$ cat src/rtl/rr_grant_scheduler4.sv
// Round-robin scheduler for one 4-way shared resource.
// Grants are held until done, withdrawal or hold-time expiry.
module rr_grant_scheduler4 #(
    parameter int MAX_HOLD = 8,
    parameter int CW       = 4
) (
    input  logic       clk,
    input  logic       rst,
    input  logic [3:0] req,
    input  logic [3:0] done,
    output logic [3:0] gnt,
    output logic [1:0] gnt_idx,
    output logic       gnt_valid,
    output logic       timeout
);

    typedef enum logic [1:0] {
        IDLE,
        GRANT,
        GAP
    } state_t;

    state_t        state;
    state_t        state_nxt;
    logic [1:0]    last;
    logic [1:0]    win;
    logic [CW-1:0] cnt;
    logic          any_req;
    logic          own_done;
    logic          own_req;
    logic          expire;
    logic          rel;
    logic          take;

    assign any_req  = |req;
    assign own_done = done[gnt_idx];
    assign own_req  = req[gnt_idx];
    assign expire   = (cnt == CW'(MAX_HOLD - 1));
    assign rel      = own_done | ~own_req | expire;
    assign take     = (state != GRANT) && any_req;

    // Lower offsets overwrite higher ones, so last+1 has top priority.
    always_comb begin
        win = last;
        for (int k = 3; k >= 1; k--) begin
            if (req[last + 2'(k)]) begin
                win = last + 2'(k);
            end
        end
    end

    always_ff @(posedge clk) begin
        if (rst) begin
            state <= IDLE;
        end else begin
            state <= state_nxt;
        end
    end

    always_comb begin
        state_nxt = state;
        unique case (state)
            IDLE:    if (any_req) state_nxt = GRANT;
            GRANT:   if (rel) state_nxt = GAP;
            GAP:     state_nxt = any_req ? GRANT : IDLE;
            default: state_nxt = IDLE;
        endcase
    end

    always_ff @(posedge clk) begin
        if (rst) begin
            last    <= 2'd3;
            gnt_idx <= 2'd0;
            cnt     <= '0;
            timeout <= 1'b0;
        end else begin
            // Timeout only when expiry is the sole release cause.
            timeout <= (state == GRANT) && expire && !own_done && own_req;
            if (take) begin
                gnt_idx <= win;
                last    <= win;
                cnt     <= '0;
            end else if (state == GRANT && !rel) begin
                cnt <= cnt + 1'b1;
            end
        end
    end

    always_comb begin
        gnt_valid = (state == GRANT);
        gnt       = gnt_valid ? (4'b0001 << gnt_idx) : 4'b0000;
    end

endmodule

$ cat config.mk
export PLATFORM = sky130hd
export DESIGN_NAME = rr_grant_scheduler4
export DESIGN_NICKNAME = d
export VERILOG_FILES = /design/src/rtl/rr_grant_scheduler4.sv
export SDC_FILE = /design/constraint.sdc
export NUM_CORES = 1
export LEC_CHECK = 0
export BUFFER_PORTS_ARGS = -buffer_cell sky130_fd_sc_hd__buf_2
export CAP_MARGIN = 20
export CORE_MARGIN = 1
export CORE_UTILIZATION = 45
export CTS_CLUSTER_SIZE = 8
export DETAILED_ROUTE_END_ITERATION = 6
export HOLD_SLACK_MARGIN = 0.08
export PLACE_DENSITY = 0.7
export SYNTH_ARGS = -nofsm -noshare
export SYNTH_HDL_FRONTEND = slang
export SYNTH_SLANG_ARGS = --single-unit
$ cat constraint.sdc
create_clock -name clk -period 1.6 [get_ports clk]
set_input_delay 0.32 -clock clk [delete_from_list [all_inputs] [get_ports clk]]
set_output_delay 0.32 -clock clk [all_outputs]
set_load 0.01 [all_outputs]
==> results.yml <==
outcome:
  outcome: "finished, final reports clean"
worst_setup_path:
  max_stage_delay_ns: 0.30
  cp_data_required_time_ns: 1.28
  crit_path_start: "state[1]$_SDFFE_PP0P_"
  crit-reg2reg-capture: "cnt[3]$_SDFFE_PP0P_"
  critical_path.cell_chain: "nand2b_1, buf_4, nor3_2, buf_2"
  crit_path_top_delay_cell: "sky130_fd_sc_hd__dfxtp_1"
  critPathKind: "reg -> out"
  crit_path_max_fanout: 9
  cp-start-kind: "flip-flop"
  worst_ep_arrival_time_ns: 1.17
  end_kind: "primary output"
  reg2reg_depth: 3
  worst_r2r_startpoint: "gnt_idx[0]$_SDFFE_PP0P_"
  r2r_setup_slack_ns: 0.11
sta:
  fin_setup_tns_ns: 0
  timing.final.max_slew_violations: 0
  clock.fmax_ghz: 0.669
  timing.max_slew.rel_slack_pct: 81.3
  min_period_over_period_pct: 93.4
  worst_clock_skew_ns: 0.00321
  final_hold_viol_count: 0
  tightest_slew_ns: 0.281
  grt_setup_unrepaired: "no"
  final-setup-viol-count: 0
  final.min_clock_period_ns: 1.49
routing:
  number_of_nets_with_antenna_violations_after_detailed_routing: 0
  post_drt_wl_per_cell_um: 13.0
  drt_first_iter_violations: 19
  routed-via-count: 720
  avgViaCountPerCell: 5.67
  drt_first_pass_iters: 4
  wl_mm: 1.66
  drc: 0
place:
  dp.cells: 123
  port_buffers: 17
  placer_congestion_estimate: 0.790
  dpl-instance-area_sq_um: 838
  place_hpwl_mm: 1.22
global_route:
  grt_max_degree: 10
  gr-usage-all-layers_pct: 24.6
  vias_in_the_first_global_route: 647
  antenna_found_initial: 0
  grt_first_pass_wirelength_mm: 2.65
  overflow: 0
logic_synthesis:
  post_synthesis_cell_type_count: 31
  synth_adder_area_share_pct: 1.86
  netlist_top_cells_area: "sky130_fd_sc_hd__dfxtp_1, sky130_fd_sc_hd__a21oi_1, sky130_fd_sc_hd__mux4_2, sky130_fd_sc_hd__nand2b_1, sky130_fd_sc_hd__nor2b_1"
  netlist.area_leader.share_pct: 32.7
  synth.top_cells.by_count: "sky130_fd_sc_hd__a21oi_1, sky130_fd_sc_hd__dfxtp_1, sky130_fd_sc_hd__nand2_1, sky130_fd_sc_hd__nand2b_1"
  synth_compound_gate_area_share_pct: 22.3
  netlist.top_cell.by_area: "sky130_fd_sc_hd__dfxtp_1"
  synthSimpleGateAreaFrac_pct: 33.0
  yosysWarnings: 0
  synth_enable_flop_cells: 0
  post_synthesis_share_of_cell_area_spent_on_xor_and_xnor_gates_pct: 0
  async_reset_ff_share_pct: 0
  mux_cell_area_share_after_synthesis_pct: 6.68
  synth.cell_area_sq_um: 674
  ys_dominant_reg_cell: "sky130_fd_sc_hd__dfxtp_1"
  synth.net_count: 96
  synth-seq-cells: 11
  synth_top_family_by_area: "simple AND/OR/NAND/NOR gates"
  postSynthCellCount: 85
  synth-seq-area-share_pct: 32.7
  avgSynthCellArea_sq_um: 7.93
cts:
  cts.root.buffer_cell: "sky130_fd_sc_hd__clkbuf_4"
  clock_insertion_delay_at_the_later_pin_of_the_skew_report_ns: 0.27
  clock_sink_count: 11
  clock_tree_from_tritoncts: "yes"
  tritoncts.num_buffers: 3
  hold_buffers: 0
  cts-root-to-sink-buffers: 2
  cts.htree.levels: 1
  register_clock_pin_slew_on_the_reported_worst_setup_and_hold_paths_ns: 0.07
final_layout:
  multiInputGateArea_sq_um: 435
  final_instance_area_sq_um: 870
  drive_above_1_share_pct: 31.3
  insertedDiodeCount: 0
  fillers: 119
  layout.area.seq_sq_um: 221
  finalNonFillerCells: 127
  area_added_between_synthesis_and_finish_pct: 28.9
  final_net_count: 124
floorplanning:
  core_sq_um: 1350
  starting_density_of_the_core_pct: 50.0
  floorplan.die_area_sq_um: 1660
  io_pins: 18
  rows: 13
  chipWidth_um: 40.7
  die_y_um: 40.7
min_path:
  number_of_cells_on_the_worst_hold_path: 2
  worstHoldEndpoint: "state[0]$_SDFFE_PP0P_"
  worstHoldPathType: "in -> reg"
  holdCritStartpoint: "rst"
power_and_ir_drop:
  p_leak_nw: 0.376
  finalPower_w: 0.000727
  cellPowerDensity_nw_per_um2: 837
  max-vdd-ir-drop_uv: 384
job:
  drv.max_cap_violation_count: 0
-- what timing repair did --
action / CTS / global route
buffers inserted: 0 / 0
gates resized for setup: 0 / 2
setup endpoints to repair: 0 / 3
-- logic make-up after synthesis --
kind of cell / Yosys count
buf+inv: 6
compound gates: 25
flops: 11
mux: 2
fa+ha+maj: 1
simple gates: 40
-- power by group --
part / total (W) / leakage [nW] / switching, W / internal (W)
Sequential: 0.000314 / 0.0905 / 0.0000198 / 0.000294
Combinational: 0.000217 / 0.270 / 0.000114 / 0.000103
Clock: 0.000197 / 0.0150 / 0.000100 / 0.0000967
-- worst max path at each step --
stage / cells past startpoint / end
global placement: 5 / cnt[3]$_SDFFE_PP0P_
floorplan: 4 / cnt[3]$_SDFFE_PP0P_
CTS: 4 / gnt[3]
finish: 4 / gnt[0]
global route: 3 / cnt[3]$_SDFFE_PP0P_
detailed placement: 5 / cnt[3]$_SDFFE_PP0P_
-- critical path, delay by kind of cell, from the launching register on --
family / cells / cell delay, ns
buffers and inverters: 2 / 0.33
DFF: 1 / 0.30
and+or+nand+nor: 2 / 0.27
-- sequential cells by signal, summed over array words and instances, names as in the netlist --
| name | count |
|---|---|
| cnt | 4 |
| gnt_idx | 2 |
| last | 2 |
| state | 2 |
| timeout | 1 |
-- layer usage --
layer	vias to the layer above	part of all wire, %	track usage [%]
li1	364	-	-
met1	321	46	30.5
met2	30	47	41.3
met3	5	4.9	3.26
met4	0	2.7	12.5
met5	-	0	0
-- cell usage in the layout (no fill, tap or decap), types with 2 or more instances in the layout --
master,Yosys,layout
sky130_fd_sc_hd__nor3_1,4,3
sky130_fd_sc_hd__mux4_2,2,2
sky130_fd_sc_hd__buf_2,1,17
sky130_fd_sc_hd__or4_1,2,2
sky130_fd_sc_hd__clkbuf_4,0,3
sky130_fd_sc_hd__nand3_1,2,2
sky130_fd_sc_hd__dfxtp_1,11,10
sky130_fd_sc_hd__or2b_1,3,3
sky130_fd_sc_hd__o21ai_0,5,5
sky130_fd_sc_hd__nand2_1,7,7
sky130_fd_sc_hd__a211oi_1,2,2
sky130_fd_sc_hd__nand2b_1,7,7
sky130_fd_sc_hd__buf_4,0,10
sky130_fd_sc_hd__nor2_1,4,4
sky130_fd_sc_hd__a21oi_1,11,11
sky130_fd_sc_hd__nor2b_1,5,5
-- stage by stage --
step                hold slack, ns  util [%]  worst slack, ns
floorplan                    0.470         -           0.0139
global route                 0.320      64.4           0.0412
global placement             0.485      62.1          -0.0199
finish                       0.319      64.4            0.106
detailed placement           0.491      62.1          -0.0729
CTS                          0.311      64.0           0.0163
-- layout make-up --
class / instances / share of cell area, %
Sequential cell: 11 / 25.5
Timing Repair Buffer: 27 / 18.4
Clock buffer: 4 / 3.02
Tap cell: 15 / 2.16
Multi-Input combinational cell: 68 / 50.1
Inverter: 2 / 0.863
No activity file was read; power rests on OpenSTA's default activity.
